## config.mk

```make
export PLATFORM = sky130hd
export DESIGN_NAME = io_wide_access_flat
export DESIGN_NICKNAME = d
export VERILOG_FILES = /design/src/rtl/io_wide_access_if.sv /design/src/rtl/io_wide_access.sv /design/src/flat_wrapper.sv
export SDC_FILE = /design/constraint.sdc
export NUM_CORES = 1
export LEC_CHECK = 0
export CORE_MARGIN = 2
export CORE_UTILIZATION = 52
export CTS_BUF_LIST = sky130_fd_sc_hd__clkbuf_16
export DETAILED_ROUTE_END_ITERATION = 7
export PLACE_DENSITY = 0.82
export SYNTH_ARGS = -nofsm -noshare
export SYNTH_HDL_FRONTEND = slang
export SYNTH_SLANG_ARGS = --single-unit
```

## constraint.sdc

```tcl
create_clock -name clk -period 4.1 [get_ports clk]
set_input_delay 0.82 -clock clk [delete_from_list [all_inputs] [get_ports clk]]
set_output_delay 0.82 -clock clk [all_outputs]
set_load 0.02 [all_outputs]
```

## src/rtl/io_wide_access_if.sv

```systemverilog
// rtl/io_wide_access_if.sv - request and io_s bus signal bundle for io_wide_access
//
// Purpose: groups the core-side request/response signals and the 8-bit io_s
// peripheral bus signals of io_wide_access.
// Modports:
//   slave  - the sequencer: takes req*, bus_in; drives req_ready, done, rdata,
//            addr, wr, rd, bus_out.
//   master - the requester plus peripheral side (the opposite directions).
interface io_wide_access_if #(
  parameter int BUS_ADDR_DATA_LEN = 16
);
  logic                         req;
  logic                         req_wr;
  logic [BUS_ADDR_DATA_LEN-1:0] req_addr;
  logic [1:0]                   req_len;
  logic [31:0]                  req_wdata;
  logic                         req_ready;
  logic                         done;
  logic [31:0]                  rdata;
  logic [BUS_ADDR_DATA_LEN-1:0] addr;
  logic                         wr;
  logic                         rd;
  logic [7:0]                   bus_out;
  logic [7:0]                   bus_in;

  modport slave (
    input  req, req_wr, req_addr, req_len, req_wdata, bus_in,
    output req_ready, done, rdata, addr, wr, rd, bus_out
  );

  modport master (
    output req, req_wr, req_addr, req_len, req_wdata, bus_in,
    input  req_ready, done, rdata, addr, wr, rd, bus_out
  );
endinterface

```

## src/rtl/io_wide_access.sv

```systemverilog
// rtl/io_wide_access.sv - sequences a 1..4 byte register access into io_s byte strobes
//
// Purpose: turns one 8/16/24/32-bit request into ordered byte strobes on the
// 8-bit io_s bus. Reads go byte 0 first (byte 0 snapshots the upper bytes in
// the peripheral), writes go byte 0 last (byte 0 commits the holding register).
// Optional feature macro: IO_WIDE_GAP_EN inserts one idle cycle between
// consecutive strobes for peripherals with registered decode.
// Ports:
//   clk  - system clock, rising edge
//   rst  - synchronous active-high reset
//   io   - io_wide_access_if.slave: req/req_wr/req_addr/req_len/req_wdata in,
//          req_ready/done/rdata out; io_s addr/wr/rd/bus_out out, bus_in in
module io_wide_access #(
  parameter int BUS_ADDR_DATA_LEN = 16
) (
  input  logic            clk,
  input  logic            rst,
  io_wide_access_if.slave io
);
  localparam int AW = BUS_ADDR_DATA_LEN;

  typedef enum logic [1:0] {
    IDLE = 2'd0,
    XFER = 2'd1,
`ifdef IO_WIDE_GAP_EN
    DONE = 2'd2,
    GAP  = 2'd3
`else
    DONE = 2'd2
`endif
  } state_t;

  state_t        state_q, state_d;
  logic [1:0]    k_q, k_d;        // byte index of the strobe currently on the bus
  logic [1:0]    left_q, left_d;  // strobes still to issue after the current one
  logic [31:0]   rdata_q, rdata_d;
  logic [AW-1:0] addr_q, addr_d;
  logic          wr_q, wr_d;
  logic          rd_q, rd_d;
  logic [7:0]    bus_out_q, bus_out_d;

  logic          lat_wr_q;
  logic [AW-1:0] lat_addr_q;
  logic [31:0]   lat_wdata_q;

  logic          accept;
  logic          step;
  logic [31:0]   keep_mask;

  assign accept = (state_q == IDLE) && io.req;

  // Bytes at or above N are cleared when a read is accepted.
  always_comb begin
    keep_mask = 32'hFFFF_FFFF;
    case (io.req_len)
      2'd0:    keep_mask = 32'h0000_00FF;
      2'd1:    keep_mask = 32'h0000_FFFF;
      2'd2:    keep_mask = 32'h00FF_FFFF;
      default: keep_mask = 32'hFFFF_FFFF;
    endcase
  end

  always_comb begin
    state_d   = state_q;
    k_d       = k_q;
    left_d    = left_q;
    rdata_d   = rdata_q;
    addr_d    = addr_q;
    wr_d      = 1'b0;
    rd_d      = 1'b0;
    bus_out_d = bus_out_q;
    step      = 1'b0;

    // The edge that ends a read strobe cycle captures that strobe's byte.
    if (rd_q) begin
      rdata_d[{k_q, 3'b000} +: 8] = io.bus_in;
    end

    case (state_q)
      IDLE: begin
        if (io.req) begin
          state_d = XFER;
          k_d     = io.req_wr ? io.req_len : 2'd0;
          left_d  = io.req_len;
          addr_d  = io.req_addr + AW'(k_d);
          wr_d    = io.req_wr;
          rd_d    = !io.req_wr;
          if (io.req_wr) begin
            bus_out_d = io.req_wdata[{k_d, 3'b000} +: 8];
          end else begin
            rdata_d = rdata_q & keep_mask;
          end
        end
      end
      XFER: begin
        if (left_q == 2'd0) begin
          state_d = DONE;
        end else begin
`ifdef IO_WIDE_GAP_EN
          state_d = GAP;
`else
          step    = 1'b1;
`endif
        end
      end
`ifdef IO_WIDE_GAP_EN
      GAP: begin
        state_d = XFER;
        step    = 1'b1;
      end
`endif
      DONE: begin
        state_d = IDLE;
      end
      default: begin
        state_d = IDLE;
      end
    endcase

    // Issue the next strobe: writes walk down towards byte 0, reads walk up.
    if (step) begin
      k_d    = lat_wr_q ? (k_q - 2'd1) : (k_q + 2'd1);
      left_d = left_q - 2'd1;
      addr_d = lat_addr_q + AW'(k_d);
      wr_d   = lat_wr_q;
      rd_d   = !lat_wr_q;
      if (lat_wr_q) begin
        bus_out_d = lat_wdata_q[{k_d, 3'b000} +: 8];
      end
    end
  end

  always_ff @(posedge clk) begin
    if (rst) begin
      state_q     <= IDLE;
      k_q         <= 2'd0;
      left_q      <= 2'd0;
      rdata_q     <= 32'd0;
      addr_q      <= '0;
      wr_q        <= 1'b0;
      rd_q        <= 1'b0;
      bus_out_q   <= 8'd0;
      lat_wr_q    <= 1'b0;
      lat_addr_q  <= '0;
      lat_wdata_q <= 32'd0;
    end else begin
      state_q   <= state_d;
      k_q       <= k_d;
      left_q    <= left_d;
      rdata_q   <= rdata_d;
      addr_q    <= addr_d;
      wr_q      <= wr_d;
      rd_q      <= rd_d;
      bus_out_q <= bus_out_d;
      if (accept) begin
        lat_wr_q    <= io.req_wr;
        lat_addr_q  <= io.req_addr;
        lat_wdata_q <= io.req_wdata;
      end
    end
  end

  assign io.req_ready = (state_q == IDLE);
  assign io.done      = (state_q == DONE);
  assign io.rdata     = rdata_q;
  assign io.addr      = addr_q;
  assign io.wr        = wr_q;
  assign io.rd        = rd_q;
  assign io.bus_out   = bus_out_q;
endmodule

```

## src/flat_wrapper.sv

```systemverilog
// flat-port wrapper written by rule: the top's interface ports become plain ports
module io_wide_access_flat 
#(
  parameter int BUS_ADDR_DATA_LEN = 16
)
  (clk, rst, io_req, io_req_wr, io_req_addr, io_req_len, io_req_wdata, io_bus_in, io_req_ready, io_done, io_rdata, io_addr, io_wr, io_rd, io_bus_out);
  io_wide_access_if #(.BUS_ADDR_DATA_LEN(BUS_ADDR_DATA_LEN)) io_i ();
  input  logic clk;
  input  logic rst;
  input wire logic [$bits(io_i.req)-1:0] io_req;
  input wire logic [$bits(io_i.req_wr)-1:0] io_req_wr;
  input wire logic [$bits(io_i.req_addr)-1:0] io_req_addr;
  input wire logic [$bits(io_i.req_len)-1:0] io_req_len;
  input wire logic [$bits(io_i.req_wdata)-1:0] io_req_wdata;
  input wire logic [$bits(io_i.bus_in)-1:0] io_bus_in;
  output wire logic [$bits(io_i.req_ready)-1:0] io_req_ready;
  output wire logic [$bits(io_i.done)-1:0] io_done;
  output wire logic [$bits(io_i.rdata)-1:0] io_rdata;
  output wire logic [$bits(io_i.addr)-1:0] io_addr;
  output wire logic [$bits(io_i.wr)-1:0] io_wr;
  output wire logic [$bits(io_i.rd)-1:0] io_rd;
  output wire logic [$bits(io_i.bus_out)-1:0] io_bus_out;
  assign io_i.req = io_req;
  assign io_i.req_wr = io_req_wr;
  assign io_i.req_addr = io_req_addr;
  assign io_i.req_len = io_req_len;
  assign io_i.req_wdata = io_req_wdata;
  assign io_i.bus_in = io_bus_in;
  assign io_req_ready = io_i.req_ready;
  assign io_done = io_i.done;
  assign io_rdata = io_i.rdata;
  assign io_addr = io_i.addr;
  assign io_wr = io_i.wr;
  assign io_rd = io_i.rd;
  assign io_bus_out = io_i.bus_out;
  io_wide_access #(.BUS_ADDR_DATA_LEN(BUS_ADDR_DATA_LEN)) u_core (.clk(clk), .rst(rst), .io(io_i));
endmodule
```

==> flow_summary.yaml <==
outcome:
  status: "complete, no violations"
finish:
  fin_util_pct: 71.0
  layout.cells.non_filler: 908
  drive_gt1_share_pct: 8.03
  areaGrowthSynthToFinish_pct: 33.7
  final_cell_area_um2: 7270
  fin_nets: 835
  fillers: 762
  antenna_cells: 0
clocking:
  cts_root_buf: "clkbuf_16"
  cts_resized: 0
  clkSinkCount: 113
  cts.path.max_buffers: 2
  clock_latency_ns: 0.40
  cts_setup_buffers: 0
  cts_tree: "done"
  htreeDepth: 4
  cts_hold_buf: 0
  path_clk_slew_ns: 0.05
  numCtsBuffers: 17
setup_path:
  arrival_ns: 3.35
  start_kind: "register"
  crit_cells: 8
  worstPathMaxFanout: 12
  worstPathCellList: "inv_2, xnor2_1, ha_1, a21oi_1, nor3_2, and3_1, xnor2_1, a2111oi_2"
  slowest_delay_ns: 0.79
  path_common_cell: "xnor2_1"
  worst-path-buf-inv: 1
  cpMaxStageDelayCell: "dfxtp_1"
  crit_family: "flip-flops"
  critPathRequiredTime_ns: 4.40
  reg2reg_depth: 8
  rrSetupSlack_ns: 1.06
  critPathKind: "register to register"
  end_kind: "register"
route:
  vias_per_cell: 5.84
  drt_iter0_drc: 438
  drtAntennaViolNets: 0
  postRouteWirelength_um: 15300
  wl_per_cell_um: 16.9
  first_pass_iters: 5
  drc: 0
  num_vias: 5304
die:
  die_h_um: 106
  start_util_pct: 53.1
  rows: 37
  coreArea_um2: 10200
  io_pins: 122
  fp.dieW_um: 106
  dieArea_um2: 11300
grt:
  gr-total-overflow: 0
  antenna_found_initial: 0
  grt_pass1_wl_um: 24600
  grt_pass1_vias: 5133
  grt_max_degree: 79
  grt_util_all_layers_pct: 27.4
timing:
  tns_ns: 0
  period_needed_ns: 3.04
  final.setup.worst_slack_ns: 1.06
  relSlewSlack_pct: 30.5
  rsz0062_at_grt: "false"
  period_share_pct: 74.2
  max_freq_ghz: 0.329
  slew_viol_final: 0
  finalSetupViolations: 0
  fin_skew_ns: 0.00605
  worst_slew_pin_slew_ns: 1.03
  hold_viol: 0
placed_design:
  place_inst: 878
  dpl-instance-area_um2: 6650
  hpwl_um: 10300
  finalWeightedCongestion: 0.911
  portBuffers: 121
  post-place-ws_ns: 0.873
yosys:
  yosysWarnings: 0
  synth.cell_area_um2: 5440
  avgSynthCellArea_um2: 8.34
  ys_types: 55
  synth_seq_cells: 113
  synth_cells: 652
  async_flop_share_pct: 0
  yosysSeqAreaShare_pct: 41.6
  synth-edff-count: 0
  syn-num-nets: 726
  ys.flop_type: "dfxtp_1"
run:
  max_cap_viol_count: 0
hold_path:
  hold_path.class: "register to register"
  min_path_cells: 2
pwr:
  powerDensity_nw_per_um2: 446
  ir_drop_uv: 410
  leakage_nw: 2.64
==> synth_stat cells (all sizes together), types with 2 or more instances <==
cell type    n  area (um2)
a311oi       2        17.5
fa           2        40.0
nor4         2        12.5
nor3b        3        27.5
inv         11        41.3
nor2        21        78.8
and4         4        35.0
and3        11        70.1
nand3       38         195
and2         7        53.8
mux4         8         180
a22oi        3        22.5
a211oi      24         180
o21ai       15        75.1
nand4       10        62.6
o22ai        3        18.8
nor3         6        35.0
nand2b       4        25.0
dfxtp      113        2260
or3b         2        17.5
xnor2       14         123
clkbuf      26         139
nand2      153         574
a21oi      107         536
buf         14         104
xor2        13         133
ha          10         125
nor2b        2        12.5
o211ai       2        15.0
mux2i       10         100
a221oi       3        32.5
==> final timing paths <==
path,start,to
hold / removal,u_core.io.rdata[4],u_core.io.rdata[4]
hold reg to reg,u_core.io.rdata[4],u_core.io.rdata[4]
setup reg to reg,u_core.k_q[0],u_core.io.addr[9]
setup / recovery,u_core.k_q[0],u_core.io.addr[9]
==> power breakdown <==
| group | internal [W] | switching, W | total, W |
|---|---|---|---|
| Combinational | 0.000212 | 0.000265 | 0.000477 |
| Sequential | 0.00116 | 0.0000503 | 0.00121 |
| Clock | 0.00106 | 0.000492 | 0.00155 |
==> layout make-up <==
cell class / instances / area [um2] / share of cell area (%)
clock inverters: 13 / 193 / 2.65
multi-input cells: 488 / 2900 / 39.9
well taps: 136 / 170 / 2.34
repair buffers: 130 / 1270 / 17.5
flip-flops and latches: 113 / 2260 / 31.1
inverters: 11 / 41.3 / 0.568
clock buffers: 17 / 425 / 5.85
==> state kept, by name, indices dropped and copies added, names as in the netlist, 2 cells and up <==
name and cells:
u_core.left_q 2, u_core.io.rdata 32, u_core.lat_addr_q 16, u_core.io.bus_out 8, u_core.io.addr 16, u_core.state_q 2
u_core.lat_wdata_q 32, u_core.k_q 2
==> stage by stage <==
step           hold WS [ns]  total power, W
2_1_floorplan         0.433         0.00151
5_1_grt               0.469         0.00336
6_report              0.451         0.00324
4_1_cts               0.451         0.00325
3_5_place_dp          0.444         0.00170
3_3_place_gp          0.439         0.00169
==> cells by family (layout without fill, tap and decap cells) <==
group	after synthesis	count (layout)	share of synthesized area [%]
buffers and inverters	51	171	5.22
multiplexers	18	18	5.16
flip-flops	113	113	41.6
adder cells (fa/ha/maj)	12	12	3.04
XOR/XNOR	27	27	4.70
AO/OA/AOI/OAI	164	164	17.5
AND/OR/NAND/NOR	267	267	22.8
==> metal layers <==
metal	share of wire, %	vias to the layer above	GRT usage [%]	routed length, um
li1	-	2504	-	-
met1	40	2489	33.8	6190
met2	49	272	46.7	7510
met3	8.1	39	5.89	1250
met4	2.5	0	10.9	387
met5	0	-	0	0
==> tightest hold or removal path, delay by kind of cell (launching register included) <==
kind	cells	cell delay (ns)
DFF	1	0.30
and+or+nand+nor	1	0.05
AOI/OAI and AO/OA	1	0.05
==> cells in the final DEF, fill, tap and decap left out, types with 2 or more instances in the layout <==
| cell type | Yosys | routed |
|---|---|---|
| nor2b_1 | 2 | 2 |
| inv_1 | 10 | 10 |
| clkinv_2 | 0 | 3 |
| nand2_1 | 153 | 153 |
| clkbuf_16 | 0 | 17 |
| clkdlybuf4s50_1 | 0 | 120 |
| bufinv_16 | 0 | 5 |
| and3_1 | 10 | 10 |
| o211ai_1 | 2 | 2 |
| and4_1 | 4 | 4 |
| o21ai_0 | 13 | 13 |
| a21oi_1 | 107 | 107 |
| dfxtp_1 | 113 | 113 |
| o22ai_1 | 3 | 3 |
| nand2b_1 | 4 | 4 |
| ha_1 | 10 | 10 |
| o21ai_1 | 2 | 2 |
| nand4_1 | 10 | 10 |
| fa_1 | 2 | 2 |
| mux4_2 | 8 | 8 |
| or3b_2 | 1 | 2 |
| a221oi_1 | 2 | 2 |
| and2_4 | 4 | 4 |
| xnor2_1 | 14 | 14 |
| mux2i_1 | 10 | 10 |
| a22oi_1 | 3 | 3 |
| nor4_1 | 2 | 2 |
| buf_4 | 1 | 9 |
| nand3_1 | 37 | 37 |
| a211oi_1 | 24 | 24 |
| and2_1 | 2 | 2 |
| clkinv_1 | 0 | 3 |
| a311oi_1 | 2 | 2 |
| xor2_1 | 12 | 12 |
| nor2_1 | 21 | 21 |
| nor3_1 | 5 | 5 |
Power figures use the tool's default switching activity.
